**config.mk**
```make
export PLATFORM = sky130hd
export DESIGN_NAME = truth_table_sweeper
export DESIGN_NICKNAME = d
export VERILOG_FILES = /design/src/rtl/truth_table_sweeper.sv
export SDC_FILE = /design/constraint.sdc
export NUM_CORES = 1
export LEC_CHECK = 0
export ABC_AREA = 1
export BUFFER_PORTS_ARGS = -buffer_cell sky130_fd_sc_hd__buf_4
export CORE_MARGIN = 2
export CORE_UTILIZATION = 52
export CTS_CLUSTER_DIAMETER = 120
export DETAILED_ROUTE_END_ITERATION = 10
export HOLD_SLACK_MARGIN = 0.06
export MAX_ROUTING_LAYER = met4
export PLACE_DENSITY_LB_ADDON = 0.08
export SLEW_MARGIN = 10
export SYNTH_ARGS = -nofsm -noshare
export SYNTH_HDL_FRONTEND = slang
export SYNTH_SLANG_ARGS = --single-unit
export TNS_END_PERCENT = 10
```
**constraint.sdc**
```tcl
create_clock -name clk -period 2.6 [get_ports clk]
set_clock_uncertainty 0.2 [all_clocks]
set_input_delay 0 -clock clk [delete_from_list [all_inputs] [get_ports clk]]
set_output_delay 0 -clock clk [all_outputs]
set_load 0.1 [all_outputs]
```
**src/rtl/truth_table_sweeper.sv**
```systemverilog
// truth_table_sweeper
//   Exhaustive equivalence sweeper for a pair of small combinational circuits
//   (typically the ORIGINAL and BALANCED netlists of one generated circuit).
//   Every input vector 0..2^N_IN-1 is driven onto a shared bus. The sweeper
//   waits SETTLE cycles, samples both response buses in a single SAMPLE cycle
//   and compares them. It accumulates a mismatch count, the lowest failing
//   vector, and a 32-bit MISR signature of response A.
//
// Ports
//   clk            in   rising-edge clock
//   rst            in   synchronous active-high reset
//   start          in   begin a sweep (accepted only in IDLE)
//   abort          in   stop a running sweep (accepted in SETTLE/SAMPLE)
//   vec            out  [N_IN]    vector driven to both circuits
//   resp_a         in   [N_OUT]   circuit A outputs
//   resp_b         in   [N_OUT]   circuit B outputs
//   busy           out  high in SETTLE/SAMPLE/DONE
//   done           out  one-cycle pulse when a sweep completes (never on abort)
//   pass           out  1 iff the completed sweep saw no mismatch
//   fail_count     out  [N_IN+1]  number of mismatching vectors
//   first_fail_vec out  [N_IN]    lowest mismatching vector, 0 if none
//   signature      out  [32]      MISR over resp_a
//
// All outputs come straight from registers, so there is no combinational
// path from resp_a/resp_b to any output.

module truth_table_sweeper #(
  parameter int          N_IN   = 4,
  parameter int          N_OUT  = 19,
  parameter int          SETTLE = 1,
  parameter logic [31:0] POLY   = 32'h04C11DB7,
  parameter logic [31:0] SEED   = 32'hFFFFFFFF
) (
  input  logic              clk,
  input  logic              rst,
  input  logic              start,
  input  logic              abort,
  output logic [N_IN-1:0]   vec,
  input  logic [N_OUT-1:0]  resp_a,
  input  logic [N_OUT-1:0]  resp_b,
  output logic              busy,
  output logic              done,
  output logic              pass,
  output logic [N_IN:0]     fail_count,
  output logic [N_IN-1:0]   first_fail_vec,
  output logic [31:0]       signature
);

  localparam logic [1:0] S_IDLE   = 2'd0;
  localparam logic [1:0] S_SETTLE = 2'd1;
  localparam logic [1:0] S_SAMPLE = 2'd2;
  localparam logic [1:0] S_DONE   = 2'd3;

  // The settle counter only has to reach SETTLE-1.
  localparam int             CW          = (SETTLE > 1) ? $clog2(SETTLE) : 1;
  localparam logic [CW-1:0]  SETTLE_LAST = CW'(SETTLE - 1);

  logic [1:0]       r_state;
  logic [CW-1:0]    r_settle_cnt;
  logic [N_IN-1:0]  r_vec;
  logic             r_busy;
  logic             r_done;
  logic             r_pass;
  logic [N_IN:0]    r_fail_count;
  logic [N_IN-1:0]  r_first_fail;
  logic [31:0]      r_sig;

  logic             w_mismatch;
  logic             w_last_vec;
  logic [31:0]      w_resp_ext;
  logic [31:0]      w_sig_next;
  logic [N_IN:0]    w_fail_inc;

  always_comb begin
    w_mismatch = (resp_a != resp_b);
    w_last_vec = (r_vec == '1);
    w_resp_ext = 32'(resp_a);
    w_sig_next = {r_sig[30:0], 1'b0} ^ (r_sig[31] ? POLY : '0) ^ w_resp_ext;
    w_fail_inc = r_fail_count + {{N_IN{1'b0}}, 1'b1};
  end

  always_ff @(posedge clk) begin
    if (rst) begin
      r_state      <= S_IDLE;
      r_settle_cnt <= '0;
      r_vec        <= '0;
      r_busy       <= 1'b0;
      r_done       <= 1'b0;
      r_pass       <= 1'b0;
      r_fail_count <= '0;
      r_first_fail <= '0;
      r_sig        <= SEED;
    end else begin
      r_done <= 1'b0;
      case (r_state)
        S_IDLE: begin
          if (start) begin
            r_vec        <= '0;
            r_settle_cnt <= '0;
            r_fail_count <= '0;
            r_first_fail <= '0;
            r_sig        <= SEED;
            r_pass       <= 1'b0;
            r_busy       <= 1'b1;
            r_state      <= S_SETTLE;
          end
        end

        S_SETTLE: begin
          if (abort) begin
            r_busy  <= 1'b0;
            r_state <= S_IDLE;
          end else begin
            r_settle_cnt <= r_settle_cnt + {{(CW-1){1'b0}}, 1'b1};
            if (r_settle_cnt == SETTLE_LAST) begin
              r_state <= S_SAMPLE;
            end
          end
        end

        S_SAMPLE: begin
          if (abort) begin
            // Partial results are frozen; this vector is not accounted.
            r_busy  <= 1'b0;
            r_state <= S_IDLE;
          end else begin
            if (w_mismatch) begin
              r_fail_count <= w_fail_inc;
              if (r_fail_count == '0) begin
                r_first_fail <= r_vec;
              end
            end
            r_sig <= w_sig_next;
            if (w_last_vec) begin
              // done and pass are registered on entry to DONE so that pass
              // is already valid in the done cycle; it includes this final
              // vector's comparison result.
              r_done  <= 1'b1;
              r_pass  <= (r_fail_count == '0) && !w_mismatch;
              r_state <= S_DONE;
            end else begin
              r_vec        <= r_vec + {{(N_IN-1){1'b0}}, 1'b1};
              r_settle_cnt <= '0;
              r_state      <= S_SETTLE;
            end
          end
        end

        S_DONE: begin
          r_pass  <= (r_fail_count == '0);
          r_busy  <= 1'b0;
          r_state <= S_IDLE;
        end

        default: begin
          r_busy  <= 1'b0;
          r_state <= S_IDLE;
        end
      endcase
    end
  end

  assign vec            = r_vec;
  assign busy           = r_busy;
  assign done           = r_done;
  assign pass           = r_pass;
  assign fail_count     = r_fail_count;
  assign first_fail_vec = r_first_fail;
  assign signature      = r_sig;

endmodule

```
==> results of run 1 <==
[worst min-delay path, cell delays in order]
cell	delay (ns)
sky130_fd_sc_hd__buf_4	0.08
sky130_fd_sc_hd__xnor2_1	0.06
sky130_fd_sc_hd__nand2_1	0.06
sky130_fd_sc_hd__nor2_1	0.06
sky130_fd_sc_hd__nand3_4	0.15
sky130_fd_sc_hd__nand2_1	0.06
sky130_fd_sc_hd__nand2_1	0.06
sky130_fd_sc_hd__a21oi_1	0.05
[placed cells by master, fill, tap and decap left out, drive strengths merged]
cell / count
dlygate4sd3: 24
xnor2: 12
nand3b: 1
clkbuf: 5
bufinv: 1
nand4: 3
buf: 93
clkinvlp: 1
a21oi: 35
inv: 64
nand3: 28
ha: 8
nor2: 40
nor3: 2
nand2: 139
or2: 1
dfxtp: 51
xor2: 13
o211ai: 2
o21ai: 33
[area by class of cell]
cell class / instances / area share
clock buffers: 5 / 0.0172
clock inverters: 2 / 0.00937
inverters: 64 / 0.0612
multi-input cells: 317 / 0.401
flip-flops and latches: 51 / 0.255
well taps: 72 / 0.0225
repair buffers: 117 / 0.234
[flip-flops by register name (all words and copies together), names as in the netlist]
signal / cells
done: 1
r_state: 2
signature: 32
r_settle_cnt: 1
first_fail_vec: 4
busy: 1
fail_count: 5
pass: 1
vec: 4
[cells by family after synthesis]
family	after synthesis	synth area share
buffers and inverters	81	0.119
adder cells (fa/ha/maj)	8	0.0336
XOR/XNOR	25	0.0735
AO/OA/AOI/OAI	70	0.125
flip-flops	51	0.343
AND/OR/NAND/NOR	214	0.306
[worst max-delay path by stage]
stage / start / to / slack, ns / cells past startpoint
after global placement: r_state[0] / fail_count[0] / 0.37 / 10
after detailed placement: r_state[0] / first_fail_vec[0] / 0.27 / 10
after CTS: r_state[0] / r_state[1] / 0.14 / 9
final: r_state[0] / r_state[1] / 0.27 / 9
after floorplan: vec[0] / vec[0] / 0.31 / 8
after global routing: r_state[0] / r_state[1] / 0.14 / 9
[where the power goes]
part / internal, mW / total [mW] / switching (mW)
Combinational: 0.358 / 1.37 / 1.01
Sequential: 0.875 / 0.967 / 0.0926
Clock: 0.281 / 0.535 / 0.253
Total: 1.51 / 2.87 / 1.36
[routing by layer]
metal,vias to the layer above,GRT usage,share of wire
met4,0,0.0517,0.011
met5,-,-,0
li1,1603,-,-
met1,1369,0.305,0.46
met2,77,0.424,0.48
met3,12,0.0419,0.051
[timing repair]
action	4_1_cts	5_1_grt
hold buffers	24	0
resized for setup	0	1
hold endpoints to repair	30	0
setup endpoints to repair	0	1
[metrics by stage]
stage,utilization,hold slack (ns),area (µm²)
final,0.728,0.130,4010
after global routing,0.728,0.178,4010
after global placement,0.664,0.0248,3660
after detailed placement,0.664,0.0246,3660
after CTS,0.727,0.133,4000
after floorplan,-,-0.121,2980
==> impl.org, run 1 <==
** Status
- Status :: completed

** Worst setup path
- Critical setup path kind :: reg2reg
- Walking the worst path, the cells encountered are inv_1 -> ha_2 -> nand2_1 -> nor2_1 -> inv_1 -> a21oi_1 -> nand3_1 -> a21oi_1 -> dlygate4sd3_1.
- Worst-path cell with the longest stage delay :: sky130_fd_sc_hd__dlygate4sd3_1
- Setup slack on the worst reg-to-reg path comes out at 0.27 ns.
- Measured in cells, the most critical reg-to-reg path has a length of 9.
- Crit path max-delay family :: buffers and inverters
- In this run the worst path has a maximum fanout of 12.
- STA classifies the critical path startpoint as a register.
- The worst register-to-register path begins at r_state[0].
- Crit Reg-Reg Endpoint :: r_state[1]
- Buffers plus inverters on the worst setup path :: 3
- Arrival time reported for the critical path endpoint :: about 2.4 ns
- The worst setup path is captured at a register.
- Required time at the worst-slack endpoint :: roughly 2.7 ns
- The largest single stage delay on the critical path is between 0.5 and 0.6 ns.

** Layout
- In the final design database the tool counted slightly above 600 nets.
- Fin cells :: approximately 630
- Total inserted antenna cells :: 0
- The layout has approximately 480 filler cells.
- Compared with the post-synthesis result, the final layout area differs by 34.5%.
- Summing all multi-input logic gate instances after layout gives between 1500 and 2000 µm².
- Of the cells placed in the final design, the portion with a size suffix greater than 1 is 0.214.
- The sequential cells in the finished layout cover a total of a little over 1000 µm².

** Clock network
- Clock tree synthesis inserted a total of 5 buffers.
- CTS clk-pin slew, worst paths :: 0.09 ns
- Post-CTS Repair Setup Buffers :: 0
- The H-tree was split into 2 levels.
- Clock latency on the worst-skew pair :: roughly 0.3 ns
- TritonCTS built the clock tree.
- Clock Sink Count :: slightly above 50
- CTS Root Cell :: sky130_fd_sc_hd__clkbuf_8
- Maximum root-to-sink buffer count :: 2

** GRT
- Number of global-route vias before repair :: about 2800
- The total overflow left after global routing is 0.
- Antenna violations before repair :: 0
- Entering global routing, the biggest net connects 39 pins.
- Across every metal layer, demand over resource in global routing totals 0.247.
- Wire length of the first global-routing pass :: around 12000 µm

** Synth
- Synthesis inferred just over 50 register bits.
- Most common flop cell mapped by yosys :: sky130_fd_sc_hd__dfxtp_1
- Of the post-synthesis cell area, the dominant cell type holds 0.343.
- Syn_nets :: around 500
- Mean instance size in the synthesized netlist :: about 6.6 µm²
- Unique cell type count in the Yosys netlist :: 29
- Number of instances in the synthesized netlist :: approximately 450
- Most frequent cell after synthesis :: sky130_fd_sc_hd__nand2_1
- Number of enable flip-flop cells after synthesis :: 0
- Summed instance area of the synthesized netlist :: roughly 3000 µm²
- Fraction of synthesis flops using an asynchronous set or reset pin :: 0
- In the synthesized netlist, the cells that appear most often are sky130_fd_sc_hd__nand2_1, sky130_fd_sc_hd__inv_1, sky130_fd_sc_hd__dfxtp_1.
- The share of the Yosys chip area taken by registers is 0.343.
- During synthesis, Yosys emitted a total of 0 warnings.
- Top cells by area, synth :: sky130_fd_sc_hd__dfxtp_1, sky130_fd_sc_hd__nand2_1, sky130_fd_sc_hd__inv_1
- Of all cell types, the one taking the most synthesized area is sky130_fd_sc_hd__dfxtp_1.

** Min path
- For hold timing, the worst endpoint is pass.
- Tightest Hold Check Type :: in2reg
- Hold Path Depth :: 8
- The startpoint identified for the worst hold timing path is resp_b[18].

** Detailed routing
- For this block, the routed nets add up to roughly 7400 µm of wire.
- Average wire per standard cell :: around 12 µm
- DR iter-0 viols :: 161
- Overall via count from detail_route :: 3061
- In the routed design, unresolved DRC markers number 0.
- In the routed layout, each cell is associated on average with a via count of between 4 and 5.
- First-pass DRT Iterations :: 4
- Number of nets with antenna violations after detailed routing :: 0

** Pwr
- Power spread over the standard cell area amounts to approximately 700 nW/µm².
- The design draws around 2.9 mW.
- VDD IR-drop max :: 520 µV
- Leakage power :: 2.05 nW

** Floorplanning
- The region available for standard cell placement spans between 5000 and 6000 µm².
- Effective utilization at floorplan :: 0.541
- Die Outline Area :: between 6000 and 7000 µm²
- During I/O placement, the number of pins put on the boundary was 90.
- The die is ~80 µm tall.
- After floorplanning, the core was divided into 27 placement rows.
- Die width :: ~80 µm

** STA
- For the pin with the worst max-slew slack, the measured transition is between 0.6 and 0.7 ns.
- Crit path time final :: between 2 and 2.5 ns
- Setup repair after global routing missed its margin :: false
- Final worst-path cycle share :: 0.896
- Max-slew violation total from the final report :: 0
- Final setup fails :: 0
- Measured against its own limit, the worst slew margin works out to 0.571.
- Static timing analysis puts the maximum clock frequency at approximately 430 MHz.
- Least setup slack across all paths after layout :: 0.269 ns
- The number of hold-slack violations in the final timing report is 0.
- After routing, the total negative slack on setup checks comes to 0 ns.

** Placement
- The wire-length estimate of the detail-placed layout is 5310 µm.
- Final GP Congestion :: 0.875
- Port buffering added a little under 90 buffers.
- Placed Instances :: around 600
- Prior to clock tree synthesis, the placed netlist has a worst setup slack of 0.266 ns.

** Job
- Max-cap violations in this run came to 0.
Power figures use the tool's default switching activity.
==> inputs of run 2 (changes only) <==
Settings changed: CTS_BUF_LIST from default to sky130_fd_sc_hd__clkbuf_16.
==> run 2 against run 1 <==
Fmax rose by 0.48%. Die area did not move. Setup slack improved by 0.011 ns. Critical path type unchanged.
==> impl.org, run 2 (same netlist as run 1, synthesis figures left out) <==
** Worst setup path
- For this design, the slowest cell found on the critical path is sky130_fd_sc_hd__dlygate4sd3_1.
- Depth of the worst register-to-register path :: 9 (unchanged)
- Critical Path Sink Type :: register
- The maximum cell stage delay along the critical path came to 0.55 ns (about the same).
- The worst setup path is launched from a register.
- Critical setup path kind :: reg2reg
- The peak fanout along the critical path came to 12 (unchanged).
- The number of cells on the critical path is 9 (unchanged).
- Buffers plus inverters on the worst setup path :: 3 (unchanged)
- Arrival time reported for the critical path endpoint :: 2.35 ns (-0.03 ns)
- Traced cell by cell, the critical path runs through inv_1 -> ha_2 -> nand2_1 -> nor2_1 -> inv_1 -> a21oi_1 -> nand3_1 -> a21oi_1 -> dlygate4sd3_1.
- The cell family contributing the most delay on the critical path is buffers and inverters.
- The required time at the endpoint of the critical path was 2.63 ns (-0.02 ns).

** Detailed routing
- Average wire per standard cell :: 11.9 µm (+0.42%)
- DR iter-0 viols :: 168 (+4.3%)
- Detailed Route WL :: 7480 µm (+0.42%)
- DRC violations left :: 0 (unchanged)
- The first-pass iteration count of the detailed router was 4 (unchanged).
- The via-per-instance ratio was 4.83 (-0.88%).
- Number of nets with antenna violations after detailed routing :: 0 (unchanged)
- The total number of vias is 3034 (-0.88%).

** STA
- Setup repair after global routing left no endpoint under its margin.
- The count of final max-slew check failures came to 0 (unchanged).
- The time the worst path needs with I/O delays and setup came to 2.32 ns (-0.0111 ns).
- TNS Setup :: 0 ns (unchanged)
- The actual transition at the worst max-transition pin was 0.637 ns (-0.00520 ns).
- The final count of negative-setup-slack endpoints was 0 (unchanged).
- Hold Fails Final Rpt :: 0 (unchanged)
- The headroom to the max-slew limit was 0.575 (+0.00347).
- Final worst-path cycle share :: 0.892 (-0.00427)
- The upper clock frequency limit is 431 MHz (+0.48%).

** GRT
- The met1 global-route usage is 0.300 (-0.00567).
- Global-route usage over all layers :: 0.251 (+0.00443)
- The via count of the first global-routing pass is 2812 (-0.50%).
- Gr busiest metal :: met2
- Maximum number of pins on one net before global-route repair :: 39 (unchanged)
- The number of antenna violations at the first check in global routing was 0 (unchanged).
- Fraction of met3 tracks used by global routing :: 0.0419 (unchanged)
- The remaining global-route overflow came to 0 (unchanged).
- Wire length of the first global-routing pass :: 12500 µm (+0.56%)
- The met2 capacity usage during global routing was 0.435 (+0.0109).

** Min path
- Hold Path Depth :: 8 (unchanged)
- The min-delay analysis places its worst path in the category in2reg.

** Layout
- Area used by sequential logic in the layout :: 1020 µm² (unchanged)
- Commonest non-fill, non-tap cell in the layout :: sky130_fd_sc_hd__nand2_1
- Total inserted antenna cells :: 0 (unchanged)
- The area growth from synthesis to layout is 36.4%.
- End-of-flow core utilization :: 0.738 (+0.0102)
- Proportion of layout cells with a drive suffix above 1 :: 0.214 (unchanged)
- In the layout the commonest cells are sky130_fd_sc_hd__nand2_1, sky130_fd_sc_hd__buf_4, sky130_fd_sc_hd__inv_1.
- The area taken by multi-input logic gates is 1610 µm² (unchanged).
- Max reg flops :: 32 (unchanged)
- Number of nets in the final layout :: 606 (unchanged)
- The total of fill cells in the finished design came to 462 (-2.9%).

** Floorplanning
- Number of I/O pins :: 90 (unchanged)
- Effective utilization at floorplan :: 0.541 (unchanged)
- Core region area :: 5510 µm² (unchanged)
- Die width :: 79.7 µm (unchanged)
- The die height is 79.7 µm (unchanged).
- The area of the die is 6350 µm² (unchanged).
- The number of rows in the core area came to 27 (unchanged).

** Clock network
- Clock latency on the worst-skew pair :: 0.29 ns (about the same)
- The clock edge transition at the registers on the reported setup and hold paths is 0.06 ns (-0.03 ns).
- Maximum root-to-sink buffer count :: 2 (unchanged)
- TritonCTS Buffers :: 5 (unchanged)
- Post-CTS Repair Setup Buffers :: 0 (unchanged)
- CTS Root Cell :: sky130_fd_sc_hd__clkbuf_16
- Maximum level of the CTS H-tree :: 2 (unchanged)
- The number of sinks on the clock net came to 51 (unchanged).
- CTS tree :: built

** Placement
- Final GP Congestion :: 0.875 (unchanged)
- The post-DP HPWL was 5310 µm (unchanged).
- The quantity of I/O buffers inserted on ports was 89 (unchanged).

** Status
- Status :: completed

** Job
- The count of max-cap constraint violations is 0 (unchanged).

** Pwr
- Leakage power :: 2.07 nW (+1.3%)
- The worst ir drop on vdd was 584 µV (+12%).
- Power density cells :: 754 nW/µm² (+5.2%)
## run 2: cell counts in the layout (fill, tap and decap cells not counted)
Identical to the previous run, type by type.
## run 2: worst paths after layout
check / start / end / slack (ns)
worst max-delay path: r_state[0] / r_state[1] / 0.28
worst min-delay path: resp_b[18] / pass / 0.15
worst max register to register: r_state[0] / r_state[1] / 0.28
worst min register to register: busy / busy / 0.27
## run 2: layer usage
metal	routed length, µm	vias up	share of wire
met2	3600	73	0.48
li1	-	1607	-
met4	80	0	0.011
met1	3380	1348	0.45
met3	411	6	0.055
met5	0	-	0
## run 2: through the flow
step                area (µm²)  power (mW)  worst slack [ns]  hold WS, ns  instances
floorplan                 2980        2.05             0.310       -0.121        449
global placement          3660        2.30             0.370       0.0248        597
detailed placement        3660        2.32             0.266       0.0246        597
CTS                       4060        3.07             0.149        0.149        628
global route              4060        3.22             0.152        0.191        628
finish                    4060        3.06             0.281        0.147        628
## run 2: cell type report
type	count	share of cell area
Sequential cell	51	0.251
Inverter	64	0.0604
Multi-Input combinational cell	317	0.395
Clock buffer	5	0.0308
Timing Repair Buffer	117	0.231
Tap cell	72	0.0222
Clock inverter	2	0.00924
## run 2: power by group
part           leakage (nW)  total [mW]  switching [mW]  internal [mW]
Combinational          1.58        1.37            1.01          0.358
Clock                0.0759       0.726           0.278          0.448
Sequential            0.419       0.968          0.0928          0.876
Total                  2.07        3.06            1.38           1.68
## run 2: what timing repair did
item,4_1_cts,5_1_grt
hold buffers,24,0
endpoints found under the hold margin,30,0
setup endpoints to repair,0,1
gates resized for setup,0,1
## run 2: tightest hold or removal path, delay by kind of cell
kind | cells | cell delay, ns
xor+xnor | 1 | 0.06
compound gates | 1 | 0.05
buf+inv | 1 | 0.08
simple gates | 5 | 0.40
